**config.mk**
```make
export PLATFORM = sky130hd
export DESIGN_NAME = banner_sequencer_flat
export DESIGN_NICKNAME = d
export VERILOG_FILES = /design/src/rtl/banner_sequencer_if.sv /design/src/rtl/banner_sequencer.sv /design/src/flat_wrapper.sv
export SDC_FILE = /design/constraint.sdc
export NUM_CORES = 1
export LEC_CHECK = 0
export CAP_MARGIN = 20
export CORE_MARGIN = 3
export CORE_UTILIZATION = 50
export CTS_BUF_LIST = sky130_fd_sc_hd__clkbuf_4 sky130_fd_sc_hd__clkbuf_8
export DETAILED_ROUTE_END_ITERATION = 8
export PLACE_DENSITY_LB_ADDON = 0.12
export SYNTH_ARGS = -nofsm -noshare
export SYNTH_HDL_FRONTEND = slang
export SYNTH_SLANG_ARGS = --single-unit
```
**constraint.sdc**
```tcl
create_clock -name clk -period 2.56 [get_ports clk]
set_input_delay 0.512 -clock clk [delete_from_list [all_inputs] [get_ports clk]]
set_output_delay 0.512 -clock clk [all_outputs]
set_load 0.02 [all_outputs]
```
**src/rtl/banner_sequencer_if.sv**
```systemverilog
// banner_sequencer_if: frame/start/abort controls in, banner selects and game timer out.
interface banner_sequencer_if;
   logic       frame_tick;
   logic       start;
   logic       abort;
   logic       get_ready;
   logic       times_up;
   logic       leaderboard;
   logic       playing;
   logic [6:0] secs_left;
   logic       sec_tick;
   modport master (
      output frame_tick, start, abort,
      input  get_ready, times_up, leaderboard, playing, secs_left, sec_tick
   );
   modport slave (
      input  frame_tick, start, abort,
      output get_ready, times_up, leaderboard, playing, secs_left, sec_tick
   );
endinterface

```
**src/rtl/banner_sequencer.sv**
```systemverilog
// banner_sequencer: get-ready -> timed play -> times-up -> leaderboard banner sequencing,
// counted in video frames.
module banner_sequencer #(
   parameter int FPS            = 60,
   parameter int READY_FRAMES   = 180,
   parameter int GAME_SECS      = 60,
   parameter int TIMESUP_FRAMES = 120
) (
   input logic                 clk,
   input logic                 resetn,
   banner_sequencer_if.slave   bus
);
   typedef enum logic [2:0] {IDLE, READY, PLAY, TIMESUP, BOARD} state_t;
   state_t     r_state, w_next;
   logic [9:0] r_frm, w_frm;
   logic [6:0] r_sub, w_sub;
   logic [6:0] r_secs, w_secs;
   logic       r_sec_tick, w_sec_tick;
   logic       r_get_ready, r_playing, r_times_up, r_leaderboard;
   logic       w_sec_wrap;
   assign w_sec_wrap = r_sub == 7'(FPS - 1);
   always_comb begin
      w_next     = r_state;
      w_frm      = r_frm;
      w_sub      = r_sub;
      w_secs     = r_secs;
      w_sec_tick = 1'b0;
      if (bus.abort && r_state != IDLE) begin
         w_next = IDLE;
         w_frm  = '0;
         w_sub  = '0;
         w_secs = '0;
      end else begin
         case (r_state)
            IDLE, BOARD: if (bus.start) begin
               w_next = READY;
               w_frm  = '0;
               w_secs = '0;
            end
            READY: if (bus.frame_tick) begin
               w_frm = r_frm + 10'd1;
               if (r_frm == 10'(READY_FRAMES - 1)) begin
                  w_next = PLAY;
                  w_frm  = '0;
                  w_sub  = '0;
                  w_secs = 7'(GAME_SECS);
               end
            end
            PLAY: if (bus.frame_tick) begin
               w_sub = w_sec_wrap ? 7'd0 : r_sub + 7'd1;
               if (w_sec_wrap) begin
                  w_secs     = (r_secs == 7'd0) ? 7'd0 : r_secs - 7'd1;
                  w_sec_tick = 1'b1;
                  // last second expiring hands straight over to the times-up banner
                  if (r_secs == 7'd1) begin
                     w_next = TIMESUP;
                     w_frm  = '0;
                  end
               end
            end
            TIMESUP: if (bus.frame_tick) begin
               w_frm = r_frm + 10'd1;
               if (r_frm == 10'(TIMESUP_FRAMES - 1)) w_next = BOARD;
            end
            default: w_next = IDLE;
         endcase
      end
   end
   always_ff @(posedge clk or negedge resetn) begin
      if (!resetn) begin
         r_state       <= IDLE;
         r_frm         <= '0;
         r_sub         <= '0;
         r_secs        <= '0;
         r_sec_tick    <= 1'b0;
         r_get_ready   <= 1'b0;
         r_playing     <= 1'b0;
         r_times_up    <= 1'b0;
         r_leaderboard <= 1'b0;
      end else begin
         r_state       <= w_next;
         r_frm         <= w_frm;
         r_sub         <= w_sub;
         r_secs        <= w_secs;
         r_sec_tick    <= w_sec_tick;
         r_get_ready   <= w_next == READY;
         r_playing     <= w_next == PLAY;
         r_times_up    <= w_next == TIMESUP;
         r_leaderboard <= w_next == BOARD;
      end
   end
   assign bus.get_ready   = r_get_ready;
   assign bus.playing     = r_playing;
   assign bus.times_up    = r_times_up;
   assign bus.leaderboard = r_leaderboard;
   assign bus.secs_left   = r_secs;
   assign bus.sec_tick    = r_sec_tick;
endmodule
```
**src/flat_wrapper.sv**
```systemverilog
// flat-port wrapper written by rule: the top's interface ports become plain ports
module banner_sequencer_flat 
#(
   parameter int FPS            = 60,
   parameter int READY_FRAMES   = 180,
   parameter int GAME_SECS      = 60,
   parameter int TIMESUP_FRAMES = 120
)
  (clk, resetn, bus_frame_tick, bus_start, bus_abort, bus_get_ready, bus_times_up, bus_leaderboard, bus_playing, bus_secs_left, bus_sec_tick);
  banner_sequencer_if bus_i ();
  input logic clk;
  input logic resetn;
  input wire logic [$bits(bus_i.frame_tick)-1:0] bus_frame_tick;
  input wire logic [$bits(bus_i.start)-1:0] bus_start;
  input wire logic [$bits(bus_i.abort)-1:0] bus_abort;
  output wire logic [$bits(bus_i.get_ready)-1:0] bus_get_ready;
  output wire logic [$bits(bus_i.times_up)-1:0] bus_times_up;
  output wire logic [$bits(bus_i.leaderboard)-1:0] bus_leaderboard;
  output wire logic [$bits(bus_i.playing)-1:0] bus_playing;
  output wire logic [$bits(bus_i.secs_left)-1:0] bus_secs_left;
  output wire logic [$bits(bus_i.sec_tick)-1:0] bus_sec_tick;
  assign bus_i.frame_tick = bus_frame_tick;
  assign bus_i.start = bus_start;
  assign bus_i.abort = bus_abort;
  assign bus_get_ready = bus_i.get_ready;
  assign bus_times_up = bus_i.times_up;
  assign bus_leaderboard = bus_i.leaderboard;
  assign bus_playing = bus_i.playing;
  assign bus_secs_left = bus_i.secs_left;
  assign bus_sec_tick = bus_i.sec_tick;
  banner_sequencer #(.FPS(FPS), .READY_FRAMES(READY_FRAMES), .GAME_SECS(GAME_SECS), .TIMESUP_FRAMES(TIMESUP_FRAMES)) u_core (.clk(clk), .resetn(resetn), .bus(bus_i));
endmodule
```
==> impl_metrics.toml <==
[route]
vias = 1708
ant_nets = 0
drc = 0
drt_pre_antenna_iters = 4
wire_per_inst_microns = 15.09
vias_per_cell = 6.078
wirelength_mm = 4.241
drt_iter0_drc = 163

[sta]
hold_ws_ns = 0.5171
setup-tns-final_ns = 0
tightestPinTransition_ns = 0.4801
relSlewSlack_pct = 67.99
setup_viol = 0
slew_violations = 0
period_minus_slack_ns = 2.155
skew_ns = 0.005331
rsz0062_at_grt = "no"
hold_violations = 0
period_share_pct = 84.16
fmax_mhz = 464.1

[layout]
area_growth_pct = 15.82
num_antenna_cells = 0
drive_gt1_share_pct = 12.88
final_nets = 241

[clock_tree]
cts_buffers = 5
clock_path_buffers = 2
cts_tree = "done"
cts_root_buf = "clkbuf_8"
clkTransAtPathRegs_ns = 0.06
cts_setup_buffers = 0
postCtsResizedCells = 0
holdBufCountCts = 0
htree_levels = 2
clock-sinks = 32
clock_latency_ns = 0.28

[logic_synthesis]
syn_inst = 211
ys_top_cells_by_count = "32 x dfrtp_1, 20 x nor2_1, 20 x o21ai_0"
synthTopCellsByArea = "dfrtp_1 40%, o21ai_0 5.0%, a22o_1 3.9%"
syn_area_per_cell_sq_um = 9.482
seq_area_frac_synth_pct = 40.03
ys_seq_elements = 32
yosysTopAreaCell = "dfrtp_1"
netlist.area_leader.share_pct = 40.03
ys.flop_type = "dfrtp_1"
synthArstFlopShare_pct = 100.0
yosysWarnings = 0
syn_area_sq_um = 2001
synth_cell_type_count = 54
yosys.cell_count.top_type = "dfrtp_1"
synth_edf_count = 0
synth_fp_nets = 220

[pwr]
power.density_nw_per_um2 = 738.8
total_power_mw = 1.712
vdd_drop_max_uv = 436.4
leakagePower_nw = 0.9745

[critical_path]
cp.required_ns = 2.75
cp_slowest_cell = "or2_0"
critPathMaxFanout = 6
cp.arrival_ns = 2.35
worstSetupStartpointType = "flop"
cp_slowest_stage_delay_ns = 0.40
endpoint_kind = "flop"
worst-path-buf-inv = 0
path_class = "reg2reg"
path_delay_family = "simple AND/OR/NAND/NOR gates"
path_cells = "ha_1 > nor2b_1 > and4_4 > o221ai_2 > or2_0 > o31ai_2"

[grt]
met1_usage_pct = 25.37
grt_usage_pct = 18.83
busiest_layer = "met2"
use_met2_pct = 30.30
first_global_vias = 1680
use_met3_pct = 3.478
grt_overflow = 0
grt_pass1_wl_mm = 7.562
grt_max_degree = 33
antenna_found_initial = 0

[floorplanning]
start_util_pct = 53.05
die_h_microns = 69.26
core_area_sq_um = 3771
rows = 22
ios = 17
fp.dieArea_sq_um = 4796
die_w_microns = 69.26

[placed_design]
gp_congestion = 0.8334
dpl.hpwl_mm = 3.017
port_buffers = 16

[run]
maxCapViolCount = 0

[run_status]
status = "finished, final reports clean"

[min_path]
min-delay-path-class = "reg2reg"
[routing by layer]
layer  wire length [microns]  vias up  part of all wire [%]
li1                        -      830                     -
met2                    2086       41                    49
met5                       0        -                     0
met4                      33        0                  0.78
met3                     148        4                   3.5
met1                    1974      833                    47
[registers in the layout, indices dropped and copies added, names as in the netlist]
signal                  count
u_core.bus.get_ready        1
u_core.r_frm               10
u_core.bus.playing          1
u_core.bus.times_up         1
u_core.r_sub                7
u_core.r_state              3
u_core.bus.secs_left        7
u_core.bus.leaderboard      1
u_core.bus.sec_tick         1
[cells in the final DEF, fill, tap and decap left out, types with 3 or more instances in the layout]
master / n
inv_1: 8
nand3_1: 10
or3_1: 3
dfrtp_1: 32
clkdlybuf4s50_1: 16
nor2_1: 20
a22o_1: 9
nand2_1: 11
clkbuf_8: 5
o31ai_1: 4
and3_1: 5
nor3b_1: 3
ha_1: 4
buf_4: 5
o21ai_1: 3
o21ai_0: 20
nand2b_1: 4
a21oi_1: 11
o31ai_2: 4
nor3_1: 5
nor2b_1: 8
[logic make-up after synthesis]
| family | count (synthesis) | share of synthesized area (%) |
|---|---|---|
| xor+xnor | 1 | 0.4379 |
| compound gates | 66 | 24.02 |
| simple gates | 91 | 27.83 |
| buf+inv | 15 | 4.127 |
| mux | 2 | 1.063 |
| flops | 32 | 40.03 |
| fa+ha+maj | 4 | 2.502 |
[through the flow]
stage          std cells  util [%]  setup WS, ns  instance area, sq um
2_1_floorplan        211         -        0.6618                  2001
3_3_place_gp         273     58.49        0.2203                  2206
3_5_place_dp         273     58.49        0.1797                  2206
4_1_cts              281     61.45        0.3986                  2317
5_1_grt              281     61.45        0.2453                  2317
6_report             281     61.45        0.4054                  2317
[worst paths after layout]
path                            slack (ns)  depth (start not counted)                      end            start
max in group asynchronous             1.62                          2          u_core.r_sub[1]           resetn
worst max-delay path                  0.41                          6          u_core.r_sub[6]  u_core.r_frm[0]
worst max register to register        0.41                          6          u_core.r_sub[6]  u_core.r_frm[0]
min in group asynchronous             0.63                          2  u_core.bus.secs_left[3]           resetn
worst min-delay path                  0.52                          1          u_core.r_sub[6]  u_core.r_sub[6]
worst min register to register        0.52                          1          u_core.r_sub[6]  u_core.r_sub[6]
[worst reg2reg max path, delay by kind of cell (launching register included)]
kind	cells	cell delay (ns)
adders and majority gates	1	0.26
DFF	1	0.39
and+or+nand+nor	3	1.03
AOI/OAI and AO/OA	2	0.39
[where the power goes]
group          total, mW  internal [mW]  switching [mW]
logic              0.577          0.252           0.326
registers          0.646          0.556          0.0896
clock network      0.489          0.299           0.190
total               1.71           1.11           0.605
[layout make-up]
type                    instances  area, sq um
clock buffers                   6        76.32
clock inverters                 2        35.03
fillers                       307         1454
inverters                       8        30.03
multi-input cells             164         1117
flip-flops and latches         32        800.8
well taps                      48        60.06
repair buffers                 21        197.7
(Power assumes the default switching activity.)
